$ cat src/rtl/seq_divider_if.sv
// Operand/result bundle for the sequential signed divider.
// The master issues operations and the slave (the divider) returns results and status.
interface seq_divider_if #(
  parameter int WIDTH = 8
);
  logic                    start;
  logic signed [WIDTH-1:0] dividend;
  logic signed [WIDTH-1:0] divisor;
  logic signed [WIDTH-1:0] quotient;
  logic signed [WIDTH-1:0] remainder;
  logic                    busy;
  logic                    done;
  logic                    div_by_zero;
  logic                    overflow;

  modport master (
    output start, dividend, divisor,
    input  quotient, remainder, busy, done, div_by_zero, overflow
  );

  modport slave (
    input  start, dividend, divisor,
    output quotient, remainder, busy, done, div_by_zero, overflow
  );
endinterface

$ cat src/rtl/seq_divider.sv
// Sequential signed divider: restoring shift-subtract on operand magnitudes,
// one quotient bit per cycle, then sign correction. Fixed latency for every operand pair.
module seq_divider #(
  parameter int WIDTH = 8
) (
  input  logic         clk,
  input  logic         rst,
  seq_divider_if.slave bus
);
  localparam int CNT_W = $clog2(WIDTH);
  localparam logic [WIDTH-1:0] ONE     = WIDTH'(1);
  localparam logic [WIDTH-1:0] ALL_ONE = '1;
  localparam logic [WIDTH-1:0] MOST_NEG = {1'b1, {(WIDTH-1){1'b0}}};
  localparam logic [CNT_W-1:0] CNT_LAST = CNT_W'(WIDTH-1);
  localparam logic [CNT_W-1:0] CNT_ONE  = CNT_W'(1);

  typedef enum logic [1:0] {IDLE, RUN, FIX} state_t;

  function automatic logic [WIDTH-1:0] negate(input logic [WIDTH-1:0] v);
    return ~v + ONE;
  endfunction

  // Most negative input maps to 1000..0, which reads correctly as an unsigned magnitude.
  function automatic logic [WIDTH-1:0] magnitude(input logic signed [WIDTH-1:0] v);
    logic [WIDTH-1:0] u;
    u = v;
    return v[WIDTH-1] ? negate(u) : u;
  endfunction

  // Control state
  state_t           state_q, state_d;
  logic [CNT_W-1:0] cnt_q, cnt_d;
  logic             done_q, done_d;

  // Registered results
  logic signed [WIDTH-1:0] quotient_q, quotient_d;
  logic signed [WIDTH-1:0] remainder_q, remainder_d;
  logic                    div_by_zero_q, div_by_zero_d;
  logic                    overflow_q, overflow_d;

  // Working data, loaded on every accepted start so it needs no reset
  logic [WIDTH-1:0]        rem_q, rem_d;
  logic [WIDTH-1:0]        quo_q, quo_d;
  logic [WIDTH-1:0]        dvs_q, dvs_d;
  logic signed [WIDTH-1:0] dvd_q, dvd_d;
  logic                    neg_quo_q, neg_quo_d;
  logic                    neg_rem_q, neg_rem_d;
  logic                    zero_q, zero_d;
  logic                    ovf_q, ovf_d;

  // The kept remainder is always below the divisor magnitude, so only the
  // shifted value and the trial difference need the extra sign bit.
  logic [WIDTH:0] r_shift;
  logic [WIDTH:0] trial;

  always_comb begin
    r_shift = {rem_q, quo_q[WIDTH-1]};
    trial   = r_shift - {1'b0, dvs_q};
  end

  always_comb begin
    state_d       = state_q;
    cnt_d         = cnt_q;
    done_d        = 1'b0;
    quotient_d    = quotient_q;
    remainder_d   = remainder_q;
    div_by_zero_d = div_by_zero_q;
    overflow_d    = overflow_q;
    rem_d         = rem_q;
    quo_d         = quo_q;
    dvs_d         = dvs_q;
    dvd_d         = dvd_q;
    neg_quo_d     = neg_quo_q;
    neg_rem_d     = neg_rem_q;
    zero_d        = zero_q;
    ovf_d         = ovf_q;

    unique case (state_q)
      IDLE: begin
        if (bus.start) begin
          state_d   = RUN;
          cnt_d     = '0;
          rem_d     = '0;
          quo_d     = magnitude(bus.dividend);
          dvs_d     = magnitude(bus.divisor);
          dvd_d     = bus.dividend;
          neg_quo_d = bus.dividend[WIDTH-1] ^ bus.divisor[WIDTH-1];
          neg_rem_d = bus.dividend[WIDTH-1];
          zero_d    = (bus.divisor == '0);
          ovf_d     = (bus.dividend == MOST_NEG) && (bus.divisor == ALL_ONE);
        end
      end

      RUN: begin
        if (!trial[WIDTH]) begin
          rem_d = trial[WIDTH-1:0];
          quo_d = {quo_q[WIDTH-2:0], 1'b1};
        end else begin
          rem_d = r_shift[WIDTH-1:0];
          quo_d = {quo_q[WIDTH-2:0], 1'b0};
        end
        cnt_d = cnt_q + CNT_ONE;
        if (cnt_q == CNT_LAST) begin
          state_d = FIX;
        end
      end

      FIX: begin
        state_d       = IDLE;
        cnt_d         = '0;
        done_d        = 1'b1;
        div_by_zero_d = zero_q;
        overflow_d    = ovf_q;
        if (zero_q) begin
          quotient_d  = ALL_ONE;
          remainder_d = dvd_q;
        end else if (ovf_q) begin
          quotient_d  = MOST_NEG;
          remainder_d = '0;
        end else begin
          quotient_d  = neg_quo_q ? negate(quo_q) : quo_q;
          remainder_d = neg_rem_q ? negate(rem_q) : rem_q;
        end
      end

      default: begin
        state_d = IDLE;
        cnt_d   = '0;
      end
    endcase
  end

  always_ff @(posedge clk) begin
    if (rst) begin
      state_q       <= IDLE;
      cnt_q         <= '0;
      done_q        <= 1'b0;
      quotient_q    <= '0;
      remainder_q   <= '0;
      div_by_zero_q <= 1'b0;
      overflow_q    <= 1'b0;
    end else begin
      state_q       <= state_d;
      cnt_q         <= cnt_d;
      done_q        <= done_d;
      quotient_q    <= quotient_d;
      remainder_q   <= remainder_d;
      div_by_zero_q <= div_by_zero_d;
      overflow_q    <= overflow_d;
    end
  end

  always_ff @(posedge clk) begin
    rem_q     <= rem_d;
    quo_q     <= quo_d;
    dvs_q     <= dvs_d;
    dvd_q     <= dvd_d;
    neg_quo_q <= neg_quo_d;
    neg_rem_q <= neg_rem_d;
    zero_q    <= zero_d;
    ovf_q     <= ovf_d;
  end

  assign bus.quotient    = quotient_q;
  assign bus.remainder   = remainder_q;
  assign bus.busy        = (state_q != IDLE);
  assign bus.done        = done_q;
  assign bus.div_by_zero = div_by_zero_q;
  assign bus.overflow    = overflow_q;
endmodule
$ cat src/flat_wrapper.sv
// flat-port wrapper written by rule: the top's interface ports become plain ports
module seq_divider_flat 
#(
  parameter int WIDTH = 8
)
  (clk, rst, bus_start, bus_dividend, bus_divisor, bus_quotient, bus_remainder, bus_busy, bus_done, bus_div_by_zero, bus_overflow);
  seq_divider_if #(.WIDTH(WIDTH)) bus_i ();
  input  logic clk;
  input  logic rst;
  input wire logic [$bits(bus_i.start)-1:0] bus_start;
  input wire logic [$bits(bus_i.dividend)-1:0] bus_dividend;
  input wire logic [$bits(bus_i.divisor)-1:0] bus_divisor;
  output wire logic [$bits(bus_i.quotient)-1:0] bus_quotient;
  output wire logic [$bits(bus_i.remainder)-1:0] bus_remainder;
  output wire logic [$bits(bus_i.busy)-1:0] bus_busy;
  output wire logic [$bits(bus_i.done)-1:0] bus_done;
  output wire logic [$bits(bus_i.div_by_zero)-1:0] bus_div_by_zero;
  output wire logic [$bits(bus_i.overflow)-1:0] bus_overflow;
  assign bus_i.start = bus_start;
  assign bus_i.dividend = bus_dividend;
  assign bus_i.divisor = bus_divisor;
  assign bus_quotient = bus_i.quotient;
  assign bus_remainder = bus_i.remainder;
  assign bus_busy = bus_i.busy;
  assign bus_done = bus_i.done;
  assign bus_div_by_zero = bus_i.div_by_zero;
  assign bus_overflow = bus_i.overflow;
  seq_divider #(.WIDTH(WIDTH)) u_core (.clk(clk), .rst(rst), .bus(bus_i));
endmodule
$ cat config.mk
export PLATFORM = sky130hd
export DESIGN_NAME = seq_divider_flat
export DESIGN_NICKNAME = d
export VERILOG_FILES = /design/src/rtl/seq_divider_if.sv /design/src/rtl/seq_divider.sv /design/src/flat_wrapper.sv
export SDC_FILE = /design/constraint.sdc
export NUM_CORES = 1
export LEC_CHECK = 0
export BUFFER_PORTS_ARGS = -buffer_cell sky130_fd_sc_hd__buf_2
export CAP_MARGIN = 10
export CORE_MARGIN = 10
export CORE_UTILIZATION = 42
export DETAILED_ROUTE_END_ITERATION = 8
export GPL_TIMING_DRIVEN = 0
export SLEW_MARGIN = 20
export SYNTH_ARGS = -nofsm -noshare
export SYNTH_HDL_FRONTEND = slang
export SYNTH_SLANG_ARGS = --single-unit
$ cat constraint.sdc
create_clock -name clk -period 2.8 [get_ports clk]
set_input_delay 0.42 -clock clk [delete_from_list [all_inputs] [get_ports clk]]
set_output_delay 0.42 -clock clk [all_outputs]
set_load 0.05 [all_outputs]
Yosys cells after proc, flatten, opt, wreduce, memory -nomap -nowiden:

Cells that the tools add are included.

* register bits after elaboration: 60
* bits of input ports: 19
* output and inout port bits: 20
* word-level logic and storage cells: 62

* add/subtract/negate cells: 6
* equal/unequal tests: 7
* multiplexer cells: 20
* bitwise logic cells: 5
* reduce and logical (&&, ||, !) cells: 8

Operators by type and width (number)
* two-way mux 8 bit: 10
* adder 8 x 1 -> 8 bit, second input constant: 4
* NOT 8 bit: 4
* one-hot mux 8 bit (2 select lines): 2
* == test 8 bit, second input constant: 2
* subtractor 9 x 8 -> 9 bit: 1
* logical NOT 8 bit: 1
* two-way mux 7 bit: 1
* one-hot mux 3 bit (2 select lines): 1
* AND reduction 2 bit: 3
* two-way mux 2 bit: 2
* one-hot mux 2 bit (2 select lines): 1
* nonzero test 2 bit: 2
* adder 3 x 1 -> 3 bit, second input constant: 1
* == test 3 bit, second input constant: 1
* two-way mux 3 bit: 1
* == test 2 x 1 -> 1 bit, second input constant: 1
* == test 2 bit, second input constant: 1
* logical NOT 2 bit: 1
* two-way mux 1 bit: 2
* inequality test 2 x 1 -> 1 bit, second input constant: 1
* inequality test 2 bit, second input constant: 1
* logical AND 1 bit: 1
* bitwise XOR 1 bit: 1

Longest topological paths before layout:

* depth in word-level cells: 5
* mapped depth: 9
* gate-level depth less buffers: 9

Worst setup path before layout:

Ideal clock, no wire load.

* kind: register -> register
* start: reg u_core.rem_q[4]
* end: reg u_core.rem_q[3] (data pin)
* arrival time: 1993 ps
* required time: 2612 ps
* setup slack: 619 ps
* cell stages (with the launch flop): 7
* path buffers: 0
* path through: edfxtp_1 ha_1 a21o_1 a2111oi_2 mux2_2 nor2_1 o41ai_1

* word-level cells in the longest chain between the ends: 3

RTL lines
* start: declaration: line seq_divider.sv:42 `logic [WIDTH-1:0] rem_q, rem_d;`
* start signal: assignment: line seq_divider.sv:154 `rem_q <= rem_d;`
* subtractor 9 x 8 -> 9 bit: line seq_divider.sv:58 `trial = r_shift - {1'b0, dvs_q};`
* two-way mux 8 bit: line seq_divider.sv:95 `if (!trial[WIDTH]) begin`
* one-hot mux 8 bit (2 select lines): line seq_divider.sv:78 `unique case (state_q)`

Every way passes these cells.
A chain may end at the register's enable or synchronous reset.

Worst setup path in the final report:

* start: reg u_core.rem_q[4]
* end: reg u_core.rem_q[5] (data pin)

* word-level cells in the longest chain between the ends: 3

RTL lines (line)
* subtractor 9 x 8 -> 9 bit: seq_divider.sv:58
* two-way mux 8 bit (*): seq_divider.sv:95
* one-hot mux 8 bit (2 select lines) (*): seq_divider.sv:78

Every way passes the cells marked *; elsewhere a longest branch is shown, timed or not.

==> impl_metrics.ini <==
[clock_tree]
clock_sinks = 59
cts_resized = 0
root_buffer = clkbuf_8
clk_latency_ns = 0.34
cts-htree-levels = 3
numCtsBuffers = 9
hold_buffers = 0
clockBufferDepth = 2
cts_tree = built
clk_pin_slew_worst_paths_ns = 0.06
cts_setup_buffers = 0

[drt]
dr.first_iter.drc_count = 153
dr.pass1.iters = 4
ant_nets = 0
drt-total-wl_mm = 7.63
remaining_drc_errors = 0
vias = 2619
wl_per_cell_um = 15.6
via_per_inst = 5.34

[critical_path]
worstPathCellList = ha_1 -> a21o_1 -> a2111oi_2 -> mux2_2 -> nor2_1 -> o41ai_1
path_buf_inv = 0
cp_max_fo = 6
criticalPathCategory = register to register
crit_family = compound AO/OA/AOI/OAI gates
cp.required_ns = 2.92
slowest_delay_ns = 0.52
worstSetupStartpointType = register
worstPathArrival_ns = 2.70
endpoint_kind = register
slowest_stage = edfxtp_1

[logic_synthesis]
synth_largest_area_cell = edfxtp_1
syn-instance-count = 334
synth_cell_types = 44
synth_top_area_frac = 0.322
synthTopCellsByArea = edfxtp_1 (32%), dfxtp_1 (15%), ha_1 (5.7%)
yosys_warnings = 0
seq_area_frac_synth = 0.469
synth_area_per_cell_um2 = 9.77
synth-seq-cells = 59
syn-num-nets = 369
syn_area_um2 = 3260

[final_layout]
syn2layout_area_growth_pct = 14.4
nNetsFinal = 418
fin_util = 0.488
drive_above_1_share = 0.142
n_antenna_cell = 0

[power_and_ir_drop]
ir_worst_vdd_uv = 211
power_leakage_nw = 1.46
power_density_nw_per_um2 = 586

[grt]
gr-total-overflow = 0
grt_usage = 0.133
grt_max_degree = 20
grt_pass1_wl_mm = 12.4
grt_pass1_vias = 2505
antenna_found_initial = 0

[sta]
slew_headroom = 0.498
fmax_mhz = 387
fin_crit_sh = 0.924
period_minus_slack_ns = 2.59
worst-slew-pin-transition_ns = 0.752
fin_tns_setup_ns = 0
finalHoldViolCount = 0
slew_viol_final = 0
rsz0062_at_grt = false
setup_viol = 0
fin_skew_ns = 0.00745

[run_status]
status = complete, no violations

[floorplanning]
die_h_um = 108
die_w_um = 108
pin_count = 39
start_util = 0.427
num_rows = 32
core_um2 = 7650
dieArea_um2 = 11700

[place]
io_buffers = 38
hpwl_mm = 5.88
gp_congestion = 0.847

[job]
cap_viol_max_count = 0

[worst_hold_path]
hold_path.class = input pin to register
[where the power goes]
part	switching, W	internal (W)	total, W
registers	0.0000682	0.000999	0.00107
clock network	0.000318	0.000307	0.000625
logic	0.000297	0.000198	0.000495
total	0.000683	0.00150	0.00219
[cell usage after synthesis]
cell type,count
xnor2_1,16
nand4_1,5
inv_1,24
o31ai_1,10
o21ai_0,6
mux2_2,1
o41ai_1,4
o31a_1,2
buf_1,1
xor2_1,9
edfxtp_1,35
nor3b_1,4
a2111oi_2,1
mux2i_1,3
a221o_1,1
or4_1,3
o21ai_1,11
nand2_1,24
a311oi_2,1
nand2b_1,9
nor2_1,26
o41ai_2,1
o211ai_1,1
a221oi_1,6
a221oi_2,1
o22ai_1,2
fa_1,1
o311a_1,1
ha_1,15
a21oi_1,15
or3b_1,1
nor4_1,1
or3_4,1
clkbuf_1,15
or3_1,5
o31ai_2,1
a21o_1,2
nor2b_1,6
dfxtp_1,24
nor3_1,20
a21boi_1,1
a211oi_1,8
nand3_1,8
o21a_1,2
[per-stage QoR]
step / area (um2) / cells / hold WS, ns / worst slack (ns) / total power (W)
final: 3730 / 490 / 0.267 / 0.213 / 0.00219
after global routing: 3730 / 490 / 0.265 / 0.0368 / 0.00231
after CTS: 3730 / 490 / 0.259 / 0.213 / 0.00220
after detailed placement: 3580 / 474 / 0.445 / 0.238 / 0.00158
after global placement: 3580 / 474 / 0.442 / 0.278 / 0.00156
after floorplan: 3260 / 334 / 0.488 / 0.619 / 0.00144
[placed cells by master, fill, tap and decap left out, types with 9 or more instances in the layout]
| cell | netlist | routed |
|---|---|---|
| o31ai_1 | 10 | 10 |
| buf_2 | 0 | 38 |
| o21ai_1 | 11 | 11 |
| nand2_1 | 24 | 24 |
| clkbuf_8 | 0 | 9 |
| dfxtp_1 | 24 | 24 |
| nor2_1 | 26 | 26 |
| clkbuf_1 | 15 | 17 |
| ha_1 | 15 | 15 |
| a21oi_1 | 15 | 15 |
| edfxtp_1 | 35 | 35 |
| nand2b_1 | 9 | 9 |
| xor2_1 | 9 | 9 |
| inv_1 | 24 | 24 |
| xnor2_1 | 16 | 16 |
| nor3_1 | 20 | 20 |
[flip-flops by register name, indices dropped and copies added, names as in the netlist]
signal,cells
u_core.bus.quotient,8
u_core.bus.remainder,8
u_core.dvd_q,8
u_core.dvs_q,8
u_core.quo_q,8
u_core.rem_q,8
u_core.cnt_q,3
u_core.state_q,2
u_core.bus.div_by_zero,1
u_core.bus.done,1
u_core.bus.overflow,1
u_core.neg_quo_q,1
u_core.ovf_q,1
u_core.zero_q,1
[cell type report]
cell class | count | area (um2)
well taps | 102 | 128
clock inverters | 5 | 20.0
clock buffers | 11 | 131
flip-flops and latches | 59 | 1530
repair buffers | 38 | 190
inverters | 24 | 90.1
multi-input cells | 235 | 1580
fillers | 741 | 3910
plain buffers | 16 | 60.1
[logic make-up after synthesis]
| family | count (synthesis) | share of synthesized area |
|---|---|---|
| and+or+nand+nor | 113 | 0.172 |
| DFF | 59 | 0.469 |
| muxes | 4 | 0.0126 |
| adders and majority gates | 16 | 0.0636 |
| AOI/OAI and AO/OA | 77 | 0.169 |
| xor gates and xnor gates | 25 | 0.0671 |
| buffers and inverters | 40 | 0.0460 |
[worst paths after layout]
| path | startpoint | to | slack (ns) | depth (start not counted) |
|---|---|---|---|---|
| min reg2reg | u_core.bus.overflow | u_core.bus.overflow | 0.45 | 2 |
| max | u_core.rem_q[4] | u_core.rem_q[5] | 0.21 | 6 |
| max reg2reg | u_core.rem_q[4] | u_core.rem_q[5] | 0.21 | 6 |
| min | bus_dividend[7] | u_core.dvd_q[7] | 0.27 | 1 |
[metal layers]
layer / part of all wire / up-vias / track usage / wire, um
met1: 0.49 / 1212 / 0.174 / 3750
met3: 0.052 / 13 / 0.0327 / 398
li1: - / 1322 / - / -
met2: 0.44 / 72 / 0.203 / 3330
met4: 0.019 / 0 / 0.0601 / 147
met5: 0 / - / 0 / 0
(Power assumes the default switching activity.)
